==> src/rtl/pipeline_pkg.sv <==
// Shared pipeline definitions: architectural register numbers and the
// writeback-stage run/halt state encoding.
package pipeline_pkg;

  localparam logic [4:0] REG_ZERO = 5'd0;
  localparam logic [4:0] REG_V0   = 5'd2;
  localparam logic [4:0] REG_A0   = 5'd4;
  localparam logic [4:0] REG_RA   = 5'd31;

  typedef enum logic {
    RUN    = 1'b0,
    HALTED = 1'b1
  } state_t;

endpackage

==> src/rtl/regfile_32x32.sv <==
// 32 x DATA_W architectural register file: one synchronous write port,
// two combinational read ports with write-through bypass, $v0/$a0 taps.
module regfile_32x32
  import pipeline_pkg::*;
#(
  parameter int DATA_W = 32
) (
  input  logic              clk,
  input  logic              rst,
  input  logic              we,
  input  logic [4:0]        waddr,
  input  logic [DATA_W-1:0] wdata,
  input  logic [4:0]        ra_no,
  input  logic [4:0]        rb_no,
  output logic [DATA_W-1:0] ra_data,
  output logic [DATA_W-1:0] rb_data,
  output logic [DATA_W-1:0] v0_data,
  output logic [DATA_W-1:0] a0_data
);

  logic [DATA_W-1:0] regs [32];

  // $0 is never written, so regs[0] stays at its reset value of zero.
  always_ff @(posedge clk) begin
    if (rst) begin
      for (int i = 0; i < 32; i++) regs[i] <= '0;
    end else if (we && waddr != REG_ZERO) begin
      regs[waddr] <= wdata;
    end
  end

  always_comb begin
    if (ra_no == REG_ZERO)              ra_data = '0;
    else if (we && ra_no == waddr)      ra_data = wdata;
    else                                ra_data = regs[ra_no];
  end

  always_comb begin
    if (rb_no == REG_ZERO)              rb_data = '0;
    else if (we && rb_no == waddr)      rb_data = wdata;
    else                                rb_data = regs[rb_no];
  end

  // Syscall operands come straight from the array; a syscall never writes.
  assign v0_data = regs[REG_V0];
  assign a0_data = regs[REG_A0];

endmodule

==> src/rtl/wb_regfile_stage.sv <==
// Writeback stage: selects and commits the writeback value, serves the ID
// read ports, executes print/exit syscalls and counts retired instructions.
module wb_regfile_stage
  import pipeline_pkg::*;
#(
  parameter int DATA_W    = 32,
  parameter int CNT_W     = 32,
  parameter int EXIT_CODE = 10
) (
  input  logic              clk,
  input  logic              rst,
  input  logic              effective,
  input  logic [31:0]       ir,
  input  logic [31:0]       pc,
  input  logic              syscall,
  input  logic              jal,
  input  logic              reg_write,
  input  logic              write_back,
  input  logic [DATA_W-1:0] r1,
  input  logic [DATA_W-1:0] r2,
  input  logic [4:0]        rd_no,
  input  logic [4:0]        ra_no,
  input  logic [4:0]        rb_no,
  output logic [DATA_W-1:0] ra_data,
  output logic [DATA_W-1:0] rb_data,
  output logic              halt,
  output logic [DATA_W-1:0] disp_data,
  output logic              disp_valid,
  output logic [CNT_W-1:0]  retire_cnt
);

  state_t            state_q, state_d;
  logic [DATA_W-1:0] wdata, v0_data, a0_data;
  logic [4:0]        wdest;
  logic              we, retire, sys_fire, v0_exit;
  logic              unused_ir;

  assign unused_ir = ^ir;

  assign wdata    = jal ? DATA_W'(pc + 32'd4) : (write_back ? r2 : r1);
  assign wdest    = jal ? REG_RA : rd_no;
  assign retire   = (state_q == RUN) && effective;
  assign we       = retire && (reg_write || jal) && (wdest != REG_ZERO);
  assign sys_fire = retire && syscall;
  assign v0_exit  = (v0_data == DATA_W'(EXIT_CODE));

  regfile_32x32 #(.DATA_W(DATA_W)) u_rf (
    .clk     (clk),
    .rst     (rst),
    .we      (we),
    .waddr   (wdest),
    .wdata   (wdata),
    .ra_no   (ra_no),
    .rb_no   (rb_no),
    .ra_data (ra_data),
    .rb_data (rb_data),
    .v0_data (v0_data),
    .a0_data (a0_data)
  );

  always_ff @(posedge clk) begin
    if (rst) state_q <= RUN;
    else     state_q <= state_d;
  end

  always_comb begin
    state_d = state_q;
    case (state_q)
      RUN:     if (sys_fire && v0_exit) state_d = HALTED;
      HALTED:  state_d = HALTED;
      default: state_d = RUN;
    endcase
  end

  always_comb begin
    halt = (state_q == HALTED);
  end

  // disp_valid is a one-cycle strobe with no ready: the consumer must take
  // disp_data in the cycle disp_valid is high; disp_data holds afterwards.
  always_ff @(posedge clk) begin
    if (rst) begin
      disp_data  <= '0;
      disp_valid <= 1'b0;
    end else begin
      disp_valid <= 1'b0;
      if (sys_fire && !v0_exit) begin
        disp_data  <= a0_data;
        disp_valid <= 1'b1;
      end
    end
  end

  // Saturates rather than wrapping so a long run never reads as a short one.
  always_ff @(posedge clk) begin
    if (rst)                          retire_cnt <= '0;
    else if (retire && retire_cnt != '1) retire_cnt <= retire_cnt + 1'b1;
  end

endmodule

==> config.mk <==
export PLATFORM = sky130hd
export DESIGN_NAME = wb_regfile_stage
export DESIGN_NICKNAME = d
export VERILOG_FILES = /design/src/rtl/pipeline_pkg.sv /design/src/rtl/regfile_32x32.sv /design/src/rtl/wb_regfile_stage.sv
export SDC_FILE = /design/constraint.sdc
export NUM_CORES = 2
export LEC_CHECK = 0
export CORE_MARGIN = 2
export CORE_UTILIZATION = 24
export CTS_BUF_LIST = sky130_fd_sc_hd__clkbuf_16
export DETAILED_ROUTE_END_ITERATION = 12
export PLACE_DENSITY = 0.5
export SYNTH_ARGS = -nofsm -noshare
export SYNTH_HDL_FRONTEND = slang
export SYNTH_SLANG_ARGS = --single-unit
==> constraint.sdc <==
create_clock -name clk -period 2.7 [get_ports clk]
set_input_delay 0.27 -clock clk [delete_from_list [all_inputs] [get_ports clk]]
set_output_delay 0.27 -clock clk [all_outputs]
set_load 0.02 [all_outputs]
==> out/metrics.yaml <==
status:
  outcome: "finished with violations"
  violations: "negative setup slack"
yosys:
  synth_edf_count: 1024
  synth_common_cells: "1,136 x nor2_1, 1,024 x edfxtp_1, 400 x mux4_2, 307 x clkbuf_1, 305 x mux2i_1"
  seq_area_frac_synth_pct: 56.86
  synth_cell_types: 71
  ys.flop_type: "edfxtp_1"
  synth_area_leaders: "edfxtp_1 55%, mux4_2 16%, nor2_1 7.6%"
  synth-warning-count: 0
  synth_most_common_cell: "nor2_1"
  netlist_area_um2: 56410
  avgSynthCellArea_um2: 13.07
  synth_top_area_share_pct: 54.52
  synth_cells: 4317
  synth-async-reset-ratio_pct: 0
  synth_top_cell_by_area: "edfxtp_1"
  synth_seq_cells: 1090
drt:
  vias_per_cell: 5.178
  vias: 43618
  ant_nets: 0
  drt_first_pass_iters: 6
  post_drt_wl_per_cell_um: 28.96
  drc: 0
  drt_iter0_drc: 5450
  routed_wl_mm: 243.9
sta:
  final_hold_viol_count: 0
  whs_ps: 228.2
  drv_slew: 0
  period_share_pct: 122.6
  tns_ps: -10790
  setup_viol: 64
  worst_slew_pin_slew_ps: 783.2
  relSlewSlack_pct: 47.79
  rsz0062_at_grt: "true"
  period_needed_ps: 3311
  finClkSkew_ps: 60.39
  setup_ws_ps: -610.5
  clock.fmax_mhz: 302.1
clock_tree:
  cts_buffer_depth: 3
  cts_tree: "built"
  root_buffer: "clkbuf_16"
  clkSinkCount: 1090
  clk_pin_slew_worst_paths_ps: 60
  htree_num_levels: 3
  cts_made_buffers: 121
  insertion_delay_ps: 790
placement:
  routabilityCongestion: 0.9670
  io_buffers: 247
  dpl_cell_area_um2: 69890
  dp_hpwl_mm: 177.8
min_path:
  hold_path.class: "input pin to flop"
floorplanning:
  die_area_um2: 238900
  die_x_um: 488.8
  rows: 177
  io_pins: 280
  start_util_pct: 24.19
  coreArea_um2: 233200
  die_y_um: 488.8
setup_path:
  cp-end-kind: "primary output"
  required_ps: 2430
  crit_path_max_fanout: 2
  ff2ff_setup_slack_ps: 70
  crit_path_start_kind: "flop"
  crit_arrival_ps: 3040
  crit_type: "flop to primary output"
finish:
  area_delta_synth_final_pct: 36.53
  fin_area_um2: 77010
  nNetsFinal: 5339
  drive_gt1_share_pct: 36.80
grt:
  overflow: 0
  grt_first_pass_wirelength_mm: 337.2
  grt_max_degree: 119
  grt_antenna_before_repair: 5
  track_usage_pct: 19.83
  grt_pass1_vias: 42631
run:
  maxCapViolCount: 0
pwr:
  powerDensity_nw_per_um2: 579.2
  ir_drop_v: 0.0005708
  power.leakage_nw: 27.86
path summary, 6_finish.rpt:
check / startpoint / to / depth (start not counted)
setup / recovery: u_rf.regs[3][26] / ra_data[26] / 7
hold / removal: pc[2] / u_rf.regs[22][2] / 5
setup reg to reg: halt / u_rf.regs[22][4] / 9
hold reg to reg: disp_data[1] / disp_data[1] / 2
worst max-delay path, cell delays in order (launching register included):
cell and delay (ps):
edfxtp_1 390, mux4_2 470, mux2i_1 180, buf_4 170, o211ai_1 230, a221oi_4 420
o22ai_4 200, buf_6 180
what timing repair did:
item | CTS | global route
buffers inserted | 79 | 35
hold buffers | 1 | 0
gates cloned | 5 | 2
resized for setup | 510 | 140
setup endpoints to repair | 64 | 66
hold endpoints to repair | 11 | 0
pin swaps | 163 | 104
kinds of logic (layout without fill, tap and decap cells):
group,count (synthesis),count (layout),synth area share (%)
simple gates,1524,1524,11.20
flops,1090,1090,56.86
mux,719,719,21.66
compound gates,485,485,5.960
buf+inv,435,1375,3.307
xor+xnor,61,61,0.9605
fa+ha+maj,2,2,0.04436
other cells,1,35,0.006648
area by class of cell:
| class | instances | area, um^2 |
|---|---|---|
| diodes | 3 | 7.507 |
| clock buffers | 122 | 3053 |
| clock inverters | 102 | 744.5 |
| fillers | 22843 | 156200 |
| inverters | 5 | 22.52 |
| multi-input cells | 2823 | 25290 |
| flip-flops and latches | 1090 | 32070 |
| well taps | 3132 | 3919 |
| repair buffers | 1146 | 11900 |
sequential cells by signal, indices dropped and copies added (netlist names):
| register | flops |
|---|---|
| u_rf.regs | 1024 |
| disp_data | 32 |
| retire_cnt | 32 |
| disp_valid | 1 |
| halt | 1 |
per-layer routing:
layer	part of all wire, %	GRT usage (%)	up-vias
met1	40	26.96	22802
met3	9.8	3.975	345
met4	4.3	7.919	2
li1	-	-	18179
met5	0.0033	0	-
met2	45	30.92	2290
where the power goes:
| group | switching [mW] | internal (mW) | leakage (nW) |
|---|---|---|---|
| logic | 4.84 | 3.82 | 15.6 |
| registers | 0.470 | 19.3 | 10.3 |
| clock network | 7.21 | 8.93 | 1.96 |
| total | 12.5 | 32.1 | 27.9 |
cells in the final DEF (no fill, tap or decap), drive strengths merged, types with 18 or more instances in the layout:
cell | netlist | final
a211oi | 27 | 27
a21oi | 65 | 65
a221oi | 63 | 63
a22o | 20 | 20
a22oi | 94 | 94
a31oi | 23 | 23
and3 | 24 | 24
buf | 120 | 977
clkbuf | 310 | 126
clkdlybuf4s50 | 0 | 150
clkinv | 1 | 58
conb | 1 | 32
dfxtp | 66 | 66
edfxtp | 1024 | 1024
inv | 4 | 36
mux2i | 305 | 305
mux4 | 400 | 400
nand2 | 132 | 132
nand2b | 41 | 41
nand3 | 60 | 60
nand4 | 25 | 25
nor2 | 1136 | 1136
nor3 | 40 | 40
nor4 | 18 | 18
o211ai | 22 | 22
o21ai | 66 | 66
o22ai | 74 | 74
xnor2 | 28 | 28
xor2 | 33 | 33
through the flow:
stage | setup slack (ps) | total power, mW | utilization (%) | std cells
2_1_floorplan | 133.5 | 23.39 | - | 4348
3_3_place_gp | -1186 | 27.97 | 29.97 | 8122
3_5_place_dp | -1135 | 28.02 | 29.97 | 8122
4_1_cts | -611.2 | 44.63 | 32.73 | 8405
5_1_grt | -667.0 | 45.77 | 33.02 | 8421
6_report | -610.5 | 44.61 | 33.02 | 8423
Note: power is estimated with default switching activity, not from simulation.
